File: src/rtl/char_input_device_if.sv
// CPU bus seen by a memory-mapped device slot: request from the CPU,
// one-cycle registered response and a level interrupt from the device.
interface char_input_device_if;
    logic        valid;
    logic [31:0] address;
    logic [3:0]  wstrobe;
    logic [31:0] wdata;
    logic [31:0] rdata;
    logic        ready;
    logic        irq;

    modport master (
        output valid, address, wstrobe, wdata,
        input  rdata, ready, irq
    );

    modport slave (
        input  valid, address, wstrobe, wdata,
        output rdata, ready, irq
    );
endinterface

File: src/rtl/char_input_device.sv
// Character input device: bytes pushed on a stream port are queued in a FIFO
// and handed to the CPU through reads of a DATA register.
module char_input_device #(
    parameter int DEPTH = 16
) (
    input  logic                clk,
    input  logic                reset,
    char_input_device_if.slave  bus,
    input  logic                in_valid,
    input  logic [7:0]          in_data,
    output logic                in_ready
);
    localparam int AW = $clog2(DEPTH);
    localparam logic [AW:0] FULL_COUNT = (AW+1)'(DEPTH);

    typedef enum logic {IDLE, RESPOND} state_t;

    state_t          state_reg, state_next;
    logic [7:0]      mem [DEPTH];
    logic [AW-1:0]   wr_ptr_reg, rd_ptr_reg;
    logic [AW:0]     count_reg, count_next;
    logic            overflow_reg, overflow_next;
    logic            irq_enable_reg, irq_enable_next;
    logic            irq_reg;
    logic [31:0]     rdata_reg, rdata_next;

    logic            ready;
    logic            load_rdata;
    logic            full;
    logic            push;
    logic            pop;
    logic            access_done;
    logic            is_write;
    logic [1:0]      reg_sel;
    logic [7:0]      head;
    logic            unused_bits;

    assign unused_bits = ^{bus.address[31:4], bus.address[1:0], bus.wdata[31:1]};

    // Responder FSM: state register
    always_ff @(posedge clk) begin
        if (reset) state_reg <= IDLE;
        else       state_reg <= state_next;
    end

    // Responder FSM: next state
    always_comb begin
        state_next = IDLE;
        if (state_reg == IDLE && bus.valid) state_next = RESPOND;
    end

    // Responder FSM: outputs
    always_comb begin
        ready      = (state_reg == RESPOND);
        load_rdata = (state_reg == IDLE) && bus.valid;
    end

    assign reg_sel     = bus.address[3:2];
    assign is_write    = (bus.wstrobe != 4'h0);
    assign access_done = bus.valid && ready;

    assign full     = (count_reg == FULL_COUNT);
    assign in_ready = !reset && !full;
    assign push     = in_valid && in_ready;
    assign pop      = access_done && !is_write && reg_sel == 2'd0 && count_reg != '0;

    always_comb begin
        count_next = count_reg + {{AW{1'b0}}, push} - {{AW{1'b0}}, pop};
    end

    // A refused push in the same cycle as a STATUS write leaves overflow set.
    always_comb begin
        overflow_next = overflow_reg;
        if (access_done && is_write && reg_sel == 2'd1) overflow_next = 1'b0;
        if (in_valid && full)                           overflow_next = 1'b1;
    end

    always_comb begin
        irq_enable_next = irq_enable_reg;
        if (access_done && is_write && reg_sel == 2'd2 && bus.wstrobe[0])
            irq_enable_next = bus.wdata[0];
    end

    // The response shows the state after this edge, so a byte landing in an
    // empty FIFO now is forwarded straight from the push port.
    assign head = (count_reg == '0 && push) ? in_data : mem[rd_ptr_reg];

    always_comb begin
        rdata_next = rdata_reg;
        if (load_rdata) begin
            case (reg_sel)
                2'd0:    rdata_next = (count_next != '0) ? {24'h0, head} : 32'hFFFF_FFFF;
                2'd1:    rdata_next = {16'h0, 8'(count_next), 5'h0, overflow_next,
                                       count_next == FULL_COUNT, count_next != '0};
                2'd2:    rdata_next = {31'h0, irq_enable_next};
                default: rdata_next = 32'h0;
            endcase
        end
    end

    always_ff @(posedge clk) begin
        if (push) mem[wr_ptr_reg] <= in_data;
    end

    always_ff @(posedge clk) begin
        if (reset) begin
            wr_ptr_reg     <= '0;
            rd_ptr_reg     <= '0;
            count_reg      <= '0;
            overflow_reg   <= 1'b0;
            irq_enable_reg <= 1'b0;
            irq_reg        <= 1'b0;
            rdata_reg      <= 32'h0;
        end else begin
            if (push) wr_ptr_reg <= wr_ptr_reg + AW'(1);
            if (pop)  rd_ptr_reg <= rd_ptr_reg + AW'(1);
            count_reg      <= count_next;
            overflow_reg   <= overflow_next;
            irq_enable_reg <= irq_enable_next;
            irq_reg        <= irq_enable_reg && count_reg != '0;
            rdata_reg      <= rdata_next;
        end
    end

    assign bus.rdata = rdata_reg;
    assign bus.ready = ready;
    assign bus.irq   = irq_reg;
endmodule

File: src/flat_wrapper.sv
// flat-port wrapper written by rule: the top's interface ports become plain ports
module char_input_device_flat 
#(
    parameter int DEPTH = 16
)
  (clk, reset, in_valid, in_data, in_ready, bus_valid, bus_address, bus_wstrobe, bus_wdata, bus_rdata, bus_ready, bus_irq);
  char_input_device_if bus_i ();
  input  logic clk;
  input  logic reset;
  input  logic in_valid;
  input  logic [7:0] in_data;
  output logic in_ready;
  input wire logic [$bits(bus_i.valid)-1:0] bus_valid;
  input wire logic [$bits(bus_i.address)-1:0] bus_address;
  input wire logic [$bits(bus_i.wstrobe)-1:0] bus_wstrobe;
  input wire logic [$bits(bus_i.wdata)-1:0] bus_wdata;
  output wire logic [$bits(bus_i.rdata)-1:0] bus_rdata;
  output wire logic [$bits(bus_i.ready)-1:0] bus_ready;
  output wire logic [$bits(bus_i.irq)-1:0] bus_irq;
  assign bus_i.valid = bus_valid;
  assign bus_i.address = bus_address;
  assign bus_i.wstrobe = bus_wstrobe;
  assign bus_i.wdata = bus_wdata;
  assign bus_rdata = bus_i.rdata;
  assign bus_ready = bus_i.ready;
  assign bus_irq = bus_i.irq;
  char_input_device #(.DEPTH(DEPTH)) u_core (.clk(clk), .reset(reset), .bus(bus_i), .in_valid(in_valid), .in_data(in_data), .in_ready(in_ready));
endmodule
File: config.mk
export PLATFORM = sky130hd
export DESIGN_NAME = char_input_device_flat
export DESIGN_NICKNAME = d
export VERILOG_FILES = /design/src/rtl/char_input_device_if.sv /design/src/rtl/char_input_device.sv /design/src/flat_wrapper.sv
export SDC_FILE = /design/constraint.sdc
export NUM_CORES = 1
export LEC_CHECK = 0
export BUFFER_PORTS_ARGS = -buffer_cell sky130_fd_sc_hd__buf_2
export CAP_MARGIN = 20
export CORE_MARGIN = 4
export CORE_UTILIZATION = 30
export DETAILED_ROUTE_END_ITERATION = 16
export MAX_ROUTING_LAYER = met4
export PLACE_DENSITY_LB_ADDON = 0.1
export SLEW_MARGIN = 20
export SYNTH_ARGS = -nofsm -noshare
export SYNTH_HDL_FRONTEND = slang
export SYNTH_SLANG_ARGS = --single-unit
File: constraint.sdc
create_clock -name clk -period 4.9 [get_ports clk]
set_clock_uncertainty 0.2 [all_clocks]
set_input_delay 0.98 -clock clk [delete_from_list [all_inputs] [get_ports clk]]
set_output_delay 0.98 -clock clk [all_outputs]
set_load 0.05 [all_outputs]
==> implementation parameters <==
Parameter                              Value

STA
  Post-Route Setup TNS ... 0 ns
  Worst Tran Pin Value ... 1.06 ns
  Maximum achievable frequency ... 234 MHz
  Final period utilization ... 0.871
  Unrepaired setup endpoints after global routing ... no
  Final count of pins violating max slew ... 0
  Clock period minus worst slack ... 4.27 ns
  Number of hold violations in the final report ... 0
  Total setup violations reported at the end of the flow ... 0
  Worst slew margin relative to its limit ... 0.290

Final layout
  Number of standard cells in the layout, taps in and fillers out ... 770
  Layout cells sized above 1 ... 0.286
  Area grow syn2layout ... 15.4%
  Flip-flop count of the largest register, all copies and words added ... 128
  Final nets ... 567

Setup path
  Largest fanout on the critical path ... 6
  Type of element launching the critical path ... flop
  R2r startpoint ... u_core.count_reg[3]
  CP Capture Type ... flop
  Required time at the endpoint of the critical path ... 5.04 ns
  Setup Crit Path Kind ... flop to flop
  Arrival time at the worst endpoint ... 4.40 ns
  Worst Setup SP ... u_core.count_reg[3]

Clock network
  Number of buffers on the longest clock path ... 2
  H-tree depth ... 4
  Clock tree from TritonCTS ... done
  Cell at the root of the clock tree ... sky130_fd_sc_hd__clkbuf_16
  Post-CTS resize count ... 0
  Clock latency reported for the late side of the worst-skew pair ... 0.43 ns
  Num CTS Buffers ... 17
  Reg clk slew, reported paths ... 0.07 ns
  Post-CTS setup buffer count ... 0
  Total of hold buffers inserted after clock tree synthesis ... 0
  CTS sink count ... 163

Power
  Maximum vdd ir drop ... 0.182 mV
  Leakage power ... 2.64 nW
  Pwr dens ... 422 nW/µm²
  Pwr Total ... 0.00332 W

Logic synthesis
  Number of distinct standard cells referenced by the synthesized netlist ... 50
  Share of synthesized registers carrying an async set or reset ... 0
  Share of synthesized area occupied by flip-flops and latches ... 0.667
  FF+latch count, synth ... 163
  Number of enable-type register cells in the synthesized netlist ... 128
  Post-synthesis cell area ... 6820 µm²
  Yosys warnings ... 0
  Avg Synthesized Cell Area ... 15.8 µm²
  Gate count after technology mapping ... 432
  Number of nets in the synthesized netlist ... 523
  Leading register cell type out of synthesis ... sky130_fd_sc_hd__edfxtp_1

Routing
  Wire length per cell ... 20.8 µm
  Ratio of routed vias to standard cells ... 4.88
  Number of nets with antenna violations after routing ... 0
  Post-detailed-route DRC marker count ... 0
  DRT iter0 DRCs ... 217
  Total length of routed wires ... 16.0 mm
  Drt first pass iters ... 4
  Via total after detailed routing ... 3755

Global route
  Global Route Usage Sum ... 0.135
  Number of antenna violations at the first check in global routing ... 1
  GRT Residual Overflow ... 0
  First-pass GRT wire length ... 24.9 mm
  Via count of the first global-routing pass ... 3957
  Largest net degree at the start of global routing ... 34

Floorplanning
  Core ar. ... 22100 µm²
  Horizontal die dimension ... 159 µm
  Die area ... 25200 µm²
  Effective utilization at floorplan ... 0.308
  Top-level I/O count ... 115
  Y dimension of the die ... 159 µm
  Placement Rows ... 54

Placed design
  GPL Wtd Cong ... 0.744
  I/O Buffers ... 53
  Cell count after placement ... 737
  Estimated wirelength of the detail-placed design ... 10.5 mm

Run
  Max capacitance violation total ... 0

Worst hold path
  Type of the worst min-delay path ... flop to flop
  Hold path start ... u_core.bus.rdata[7]

Status
  Run status ... finished clean
[synthesized netlist by cell type, types with 5 or more instances]
library cell	number	share of area
sky130_fd_sc_hd__buf_4	19	0.021
sky130_fd_sc_hd__a21oi_1	14	0.010
sky130_fd_sc_hd__xnor2_1	5	0.0064
sky130_fd_sc_hd__o22ai_1	10	0.0092
sky130_fd_sc_hd__mux2_2	8	0.013
sky130_fd_sc_hd__edfxtp_1	128	0.56
sky130_fd_sc_hd__mux2i_1	6	0.0088
sky130_fd_sc_hd__nand2b_1	5	0.0046
sky130_fd_sc_hd__dfxtp_1	35	0.10
sky130_fd_sc_hd__nand3_1	6	0.0044
sky130_fd_sc_hd__inv_1	9	0.0050
sky130_fd_sc_hd__a221o_1	6	0.0088
sky130_fd_sc_hd__nand2_1	18	0.0099
sky130_fd_sc_hd__ha_1	10	0.018
sky130_fd_sc_hd__nor2b_1	8	0.0073
sky130_fd_sc_hd__mux4_2	27	0.089
sky130_fd_sc_hd__a211oi_1	5	0.0055
sky130_fd_sc_hd__clkbuf_1	14	0.0077
sky130_fd_sc_hd__nor2_1	36	0.020
[layer usage]
layer	routed length, µm	global-route usage
met5	0	-
met4	145	0.0339
met3	574	0.0345
met2	7640	0.207
met1	7690	0.181
[critical path, cell delays in order (launching register included)]
cell                       delay, ns
sky130_fd_sc_hd__dfxtp_1        0.32
sky130_fd_sc_hd__inv_1          0.08
sky130_fd_sc_hd__ha_1           0.25
sky130_fd_sc_hd__or4b_1         0.57
sky130_fd_sc_hd__nand4_1        0.23
sky130_fd_sc_hd__or2_2          0.18
sky130_fd_sc_hd__nand2_1        0.06
sky130_fd_sc_hd__ha_1           0.22
sky130_fd_sc_hd__fa_1           0.46
sky130_fd_sc_hd__and3b_1        0.23
sky130_fd_sc_hd__or4_4          0.56
sky130_fd_sc_hd__a22oi_4        0.33
sky130_fd_sc_hd__a21oi_1        0.23
sky130_fd_sc_hd__a211oi_1       0.25
[path summary, 6_finish.rpt]
check	end	slack, ns	cells after the start
worst min-delay path	u_core.bus.rdata[7]	0.29	1
worst max register to register	u_core.bus.rdata[11]	0.63	13
worst min register to register	u_core.bus.rdata[7]	0.29	1
worst max-delay path	u_core.bus.rdata[11]	0.63	13
[cell usage in the layout (no fill, tap or decap), drive strengths merged, types with 3 or more instances in the layout]
master and instances:
edfxtp 128, buf 63, nor2 36, dfxtp 35, mux4 31, nand2 18, clkbuf 18, inv 18
a21oi 14, o22ai 10, ha 10, nor2b 8, mux2 8, mux2i 6, nand3 6, a221o 6
nand2b 5, xnor2 5, a211oi 5, nand4 4, nor3 4, xor2 4, a2111oi 4, clkinv 4
o31ai 3, or3 3, nor3b 3, o21ai 3, nor4 3, or2 3
[layout make-up]
cell class              count  area, µm²
fillers                  2104      14200
diodes                      1       2.50
multi-input cells         222       2020
repair buffers             63        340
clock buffers              18        429
inverters                   9       33.8
flip-flops and latches    163       4550
clock inverters            14        140
well taps                 280        350
[power by group]
group	internal (W)	total (W)	switching, W
sequential	0.00153	0.00156	0.0000287
clock	0.000679	0.00128	0.000606
combinational	0.000156	0.000474	0.000318
[cells by family after synthesis]
kind of cell	synth area share
flops	0.667
simple gates	0.0731
compound gates	0.0624
buf+inv	0.0382
mux	0.127
fa+ha+maj	0.0213
xor+xnor	0.0116
[stage by stage]
stage | utilization | area (µm²) | hold WS, ns | setup WS, ns
final | 0.356 | 7870 | 0.285 | 0.634
after global routing | 0.356 | 7870 | 0.306 | 0.366
after CTS | 0.355 | 7850 | 0.285 | 0.573
after detailed placement | 0.330 | 7280 | 0.269 | 0.223
after global placement | 0.330 | 7280 | 0.268 | 0.214
after floorplan | - | 6820 | 0.252 | 0.763
Power figures use the tool's default switching activity.
